### config.mk
export PLATFORM = sky130hd
export DESIGN_NAME = adbg_top_chain_ctrl
export DESIGN_NICKNAME = d
export VERILOG_FILES = /design/src/rtl/adbg_top_chain_ctrl.sv
export SDC_FILE = /design/constraint.sdc
export NUM_CORES = 1
export LEC_CHECK = 0
export ABC_AREA = 0
export CAP_MARGIN = 20
export CORE_MARGIN = 1
export CORE_UTILIZATION = 45
export DETAILED_ROUTE_END_ITERATION = 8
export DONT_BUFFER_PORTS = 1
export SYNTH_ARGS = -nofsm -noshare
export SYNTH_HDL_FRONTEND = slang
export SYNTH_SLANG_ARGS = --single-unit
### constraint.sdc
create_clock -name tck_i -period 1.6 [get_ports tck_i]
set_input_delay 0.08 -clock tck_i [delete_from_list [all_inputs] [get_ports tck_i]]
set_output_delay 0.08 -clock tck_i [all_outputs]
set_load 0.02 [all_outputs]
### src/rtl/adbg_top_chain_ctrl.sv
// adbg_top_chain_ctrl
//   Top-level debug chain controller for the advanced debug interface.
//   Sits between the JTAG TAP and the debug sub-modules (bus, CPU, JSP, ...).
//   TDI is shifted into a shared data register that every module sees. A
//   command whose MSB is set is a module-select: its id field picks which
//   module slot owns the chain. That slot's TDO is then muxed onto tdo_o.
//
//   A select is rejected in two cases:
//     - any module reports inhibit (busy): the current selection is kept;
//     - the id points at an absent slot: no slot is selected and the sticky
//       select_err_o flag is set.
//
//   Optional feature, enabled by defining ADBG_TOP_STATUS_EN:
//     A 16-bit status word is loaded on Capture-DR and shifted out LSB-first
//     on tdo_o while no module is selected. Layout, MSB to LSB:
//       {NB_MODULES[5:0], inh_seen, select_err, req_id[3:0], 4'hA}
//     When the macro is undefined, tdo_o is 0 whenever no module is selected.
//
// Ports
//   tck_i            JTAG TCK, sole clock
//   tlr_i            Test-Logic-Reset, asynchronous, active high
//   tdi_i            JTAG TDI
//   tdo_o            JTAG TDO (combinational mux)
//   shift_dr_i       TAP in Shift-DR
//   pause_dr_i       TAP in Pause-DR (registers hold)
//   update_dr_i      TAP in Update-DR
//   capture_dr_i     TAP in Capture-DR (used only by the status register)
//   debug_select_i   DEBUG instruction active in IR
//   data_register_o  shift register contents, fanned out to all modules
//   module_select_o  one-hot (or all-zero) module select
//   module_tdo_i     per-module TDO
//   module_inhibit_i per-module "busy, do not reselect"
//   select_err_o     sticky flag: the last select targeted an absent slot
module adbg_top_chain_ctrl #(
  parameter int NB_MODULES       = 4,
  parameter int MODULE_ID_LENGTH = 2,
  parameter int DATAREG_LEN      = 64,
  parameter logic [NB_MODULES-1:0] MODULE_PRESENT = NB_MODULES'('hF)
) (
  input  logic                   tck_i,
  input  logic                   tlr_i,
  input  logic                   tdi_i,
  output logic                   tdo_o,
  input  logic                   shift_dr_i,
  input  logic                   pause_dr_i,
  input  logic                   update_dr_i,
  input  logic                   capture_dr_i,
  input  logic                   debug_select_i,
  output logic [DATAREG_LEN-1:0] data_register_o,
  output logic [NB_MODULES-1:0]  module_select_o,
  input  logic [NB_MODULES-1:0]  module_tdo_i,
  input  logic [NB_MODULES-1:0]  module_inhibit_i,
  output logic                   select_err_o
);

  // Number of ids the id field can encode. Per-slot vectors are padded to
  // this width so that an out-of-range id indexes a 0 entry, not a
  // nonexistent one.
  localparam int ID_SLOTS = 2**MODULE_ID_LENGTH;

  logic [DATAREG_LEN-1:0]      sr_q, sr_d;
  logic [MODULE_ID_LENGTH-1:0] id_reg_q, id_reg_d;
  logic                        valid_q, valid_d;
  logic                        select_err_q, select_err_d;

  logic                        shift_en;
  logic                        select_evt;
  logic                        select_cmd;
  logic [MODULE_ID_LENGTH-1:0] id_in;
  logic                        inhibit_any;
  logic                        id_present;
  logic [ID_SLOTS-1:0]         present_ext;
  logic [ID_SLOTS-1:0]         tdo_ext;
  logic                        status_tdo;

  assign select_cmd  = sr_q[DATAREG_LEN-1];
  assign id_in       = sr_q[DATAREG_LEN-2 -: MODULE_ID_LENGTH];
  assign shift_en    = debug_select_i & shift_dr_i;
  assign select_evt  = debug_select_i & update_dr_i & select_cmd;
  assign inhibit_any = |module_inhibit_i;

  // Padded slot tables. An id >= NB_MODULES has a 0 present bit, so it
  // fails the same check as an unimplemented slot.
  for (genvar i = 0; i < ID_SLOTS; i++) begin : g_slot
    if (i < NB_MODULES) begin : g_impl
      assign present_ext[i]     = MODULE_PRESENT[i];
      assign tdo_ext[i]         = module_tdo_i[i];
      assign module_select_o[i] = valid_q & (id_reg_q == MODULE_ID_LENGTH'(i));
    end else begin : g_pad
      assign present_ext[i] = 1'b0;
      assign tdo_ext[i]     = 1'b0;
    end
  end

  assign id_present = present_ext[id_in];

  // Next-state logic for the shift register and the select state
  always_comb begin
    sr_d         = sr_q;
    id_reg_d     = id_reg_q;
    valid_d      = valid_q;
    select_err_d = select_err_q;

    if (shift_en) sr_d = {tdi_i, sr_q[DATAREG_LEN-1:1]};

    // Inhibit is checked first. A busy module keeps the current owner even
    // when the requested id would also be rejected as absent.
    if (select_evt && !inhibit_any) begin
      if (!id_present) begin
        valid_d      = 1'b0;
        select_err_d = 1'b1;
      end else begin
        id_reg_d     = id_in;
        valid_d      = 1'b1;
        select_err_d = 1'b0;
      end
    end
  end

  always_ff @(posedge tck_i or posedge tlr_i) begin
    if (tlr_i) begin
      sr_q         <= '0;
      id_reg_q     <= '0;
      valid_q      <= 1'b0;
      select_err_q <= 1'b0;
    end else begin
      sr_q         <= sr_d;
      id_reg_q     <= id_reg_d;
      valid_q      <= valid_d;
      select_err_q <= select_err_d;
    end
  end

`ifdef ADBG_TOP_STATUS_EN
  localparam logic [5:0] NB_MODULES_6 = 6'(NB_MODULES);

  logic [15:0]                 st_q, st_d;
  logic [MODULE_ID_LENGTH-1:0] req_id_q, req_id_d;
  logic                        inh_seen_q, inh_seen_d;
  logic [3:0]                  req_id_4;

  // Fit the requested id into a 4-bit field: zero-extend or truncate.
  for (genvar k = 0; k < 4; k++) begin : g_req4
    if (k < MODULE_ID_LENGTH) begin : g_bit
      assign req_id_4[k] = req_id_q[k];
    end else begin : g_zero
      assign req_id_4[k] = 1'b0;
    end
  end

  always_comb begin
    st_d       = st_q;
    req_id_d   = req_id_q;
    inh_seen_d = inh_seen_q;

    // req_id records every select attempt, including rejected ones.
    // inh_seen is set by an inhibited attempt and cleared by a successful one.
    if (select_evt) begin
      req_id_d = id_in;
      if (inhibit_any)     inh_seen_d = 1'b1;
      else if (id_present) inh_seen_d = 1'b0;
    end

    // The status word owns the chain only while no module is selected.
    if (debug_select_i && !valid_q) begin
      if (capture_dr_i)
        st_d = {NB_MODULES_6, inh_seen_q, select_err_q, req_id_4, 4'hA};
      else if (shift_dr_i)
        st_d = {1'b0, st_q[15:1]};
    end
  end

  always_ff @(posedge tck_i or posedge tlr_i) begin
    if (tlr_i) begin
      st_q       <= '0;
      req_id_q   <= '0;
      inh_seen_q <= 1'b0;
    end else begin
      st_q       <= st_d;
      req_id_q   <= req_id_d;
      inh_seen_q <= inh_seen_d;
    end
  end

  assign status_tdo = st_q[0];

  // Pause-DR only means "hold", and every register already holds by default.
  logic unused_inputs;
  assign unused_inputs = pause_dr_i;
`else
  assign status_tdo = 1'b0;

  // Without the status word, Capture-DR has no effect here. Pause-DR only
  // means "hold", which is already the default.
  logic unused_inputs;
  assign unused_inputs = &{1'b0, capture_dr_i, pause_dr_i};
`endif

  assign tdo_o           = valid_q ? tdo_ext[id_reg_q] : status_tdo;
  assign data_register_o = sr_q;
  assign select_err_o    = select_err_q;

endmodule

==> flow_metrics.tcl <==
set metrics [dict create \
    status "complete, no violations" \
    overflow 0 \
    power.share.clock 0.354 \
    drt-vias-per-instance 5.36 \
    num_antenna_cells 0 \
    p_sw_w 0.00115 \
    holdWs_ns 0.120 \
    place_area_um2 2670 \
    die_area_um2 6120 \
    fmax_ghz 0.652 \
    cts.sinks 67 \
    grt_pass1_vias 1373 \
    grt_start_max_net_pins 65 \
    r2r_setup_slack_ns 0.41 \
    leakage_nw 1.45 \
    power.share.sequential 0.559 \
    final_area_um2 2900 \
    clock-root-buffer "clkbuf_8" \
    cts-buffers-inserted 9 \
    hold_viol 0 \
    p_int_w 0.00298 \
    setup_tns_ns 0 \
    ios 86 \
    sw_frac_of_total 0.278 \
    synth_top_area_cell "dfrtp_1" \
    cap_violations 0 \
    core_area_um2 5540 \
    netlist_area_um2 2610 \
    max-slew-margin-rel 0.576 \
    clock_path_buffers 2 \
    io_buffers 0 \
    mostFrequentLayoutCells "dfrtp_1 (66), mux2_2 (64), clkbuf_8 (9)" \
    syn_nets 169 \
    insertion_delay_ns 0.32 \
    worstSetupStartpointType "flop" \
    synth-seq-cells 67 \
    drv_slew 0 \
    timing_worst_slew_pin_value_ns 0.635 \
    antenna_found_initial 0 \
    irDropWorstVdd_v 0.000580 \
    routedLengthMet1_um 1680 \
    power_frac_comb 0.087 \
    critical_path_class "flop to primary output" \
    clk_pin_slew_worst_paths_ns 0.06 \
    die_w_um 78.2 \
    routedWlPerCell_um 17.3 \
    worst_setup_path_end_kind "primary output" \
    rsz0062_at_grt "false" \
    ant_nets 0 \
    drc 0 \
    firstDrtPassIters 3 \
    r2r_cells 2 \
    tritoncts "done" \
    finalPower_w 0.00413 \
    post-route-min-period_ns 1.53 \
    cts_max_level 3 \
    synth_cells 153 \
    drtIter0Drc 26 \
    row_count 27 \
    syn_to_final_growth_pct 10.8 \
    layout_commonest_cell "dfrtp_1" \
    ys_types 18 \
    top_layer_used "met4" \
    wl_met2_um 1960 \
    crit_arrival_ns 1.45 \
    min_to "id_reg_q[1]" \
    num_vias 1282 \
    powerDensity_nw_per_um2 1430 \
    final.setup.worst_slack_ns 0.0660 \
    hold_path_startpoint "debug_select_i" \
    initial_core_util 0.472 \
    crit-reg2reg-launch "data_register_o[63]" \
    setup_violations 0 \
    grtUsageTotal 0.149 \
    fin_worst_skew_ns 0.00954 \
    route.met3.wl_um 409 \
    place_ws_ns 0.355 \
    drive_above_1_share 0.533 \
    avgSynthCellArea_um2 17.1 \
    gp_congestion 0.695 \
    hold_path_depth 2 \
    synth_top_area_frac 0.641 \
    post-route-period-util 0.959 \
    synth_area_leaders "dfrtp_1 (64%), mux2_2 (28%), clkbuf_8 (3.2%)" \
    fin_nets 178 \
    required_ns 1.52 \
    yosysWarnings 0 \
    worst_hold_path_type "input port to flop" \
    rr_endpoint "id_reg_q[0]" \
    critPathMaxFanout 6 \
    finalWirelength_um 4120 \
    hpwl_um 2720 \
    yosysSeqAreaShare 0.641 \
    grt_pass1_wl_um 6930 \
    dieHeight_um 78.2 \
]
==> cell families (layout without fill, tap and decap cells) <==
kind of cell	after synthesis	after routing	synth area share
and+or+nand+nor	10	10	0.0254
buffers and inverters	8	22	0.0359
DFF	67	67	0.641
muxes	67	67	0.296
other	1	1	0.00143
==> power groups by stage <==
| stage | Combinational (W) | Sequential [W] | Clock (W) |
|---|---|---|---|
| 2_1_floorplan | 0.000320 | 0.00228 | 0 |
| 6_report | 0.000359 | 0.00231 | 0.00146 |
| 4_1_cts | 0.000369 | 0.00232 | 0.00151 |
| 3_3_place_gp | 0.000346 | 0.00233 | 0 |
| 5_1_grt | 0.000393 | 0.00234 | 0.00160 |
| 3_5_place_dp | 0.000363 | 0.00235 | 0 |
==> Yosys cell counts <==
library cell  count
mux2_2           64
buf_4             1
mux4_2            1
dfrtp_1          67
or2_2             1
clkbuf_8          6
mux2_4            2
nor3b_1           1
and2_1            1
and3b_1           1
nor2_1            1
and4_4            1
nor4_1            1
nand2_1           1
inv_1             1
nand2_2           1
and3_1            1
conb_1            1
==> worst max-delay path, stage by stage, from the launching register on <==
cell     delay [ns]
dfrtp_2        0.41
mux4_2         0.49
and2_1         0.24
==> worst max path at each step <==
stage,to,startpoint
2_1_floorplan,tdo_o,id_reg_q[0]
3_3_place_gp,tdo_o,id_reg_q[0]
3_5_place_dp,tdo_o,id_reg_q[0]
4_1_cts,tdo_o,id_reg_q[0]
5_1_grt,tdo_o,id_reg_q[0]
6_report,tdo_o,id_reg_q[0]
==> per-layer routing <==
layer,vias up,GRT usage
li1,559,-
met1,655,0.176
met2,59,0.225
met3,9,0.0674
met4,0,0.0833
met5,-,0
==> stage by stage <==
step | std cells | util
finish | 239 | 0.523
global route | 239 | 0.523
CTS | 239 | 0.523
detailed placement | 221 | 0.481
global placement | 221 | 0.481
floorplan | 153 | -
==> state kept, by name, indices dropped and copies added (netlist names) <==
signal,flops
data_register_o,64
id_reg_q,2
valid_q,1
==> area by class of cell <==
| class | instances | area, um2 |
|---|---|---|
| repair buffers | 5 | 67.6 |
| clock inverters | 5 | 77.6 |
| clock buffers | 11 | 131 |
| fillers | 478 | 2650 |
| inverters | 1 | 7.51 |
| multi-input cells | 78 | 843 |
| well taps | 72 | 90.1 |
| flip-flops and latches | 67 | 1680 |
==> repair_timing <==
action / 4_1_cts / 5_1_grt
setup buffers: 0 / 0
hold buffers: 2 / 0
endpoints found under the setup margin: 1 / 0
endpoints found under the hold margin: 29 / 0
resized for setup: 1 / 0
(Power assumes the default switching activity.)
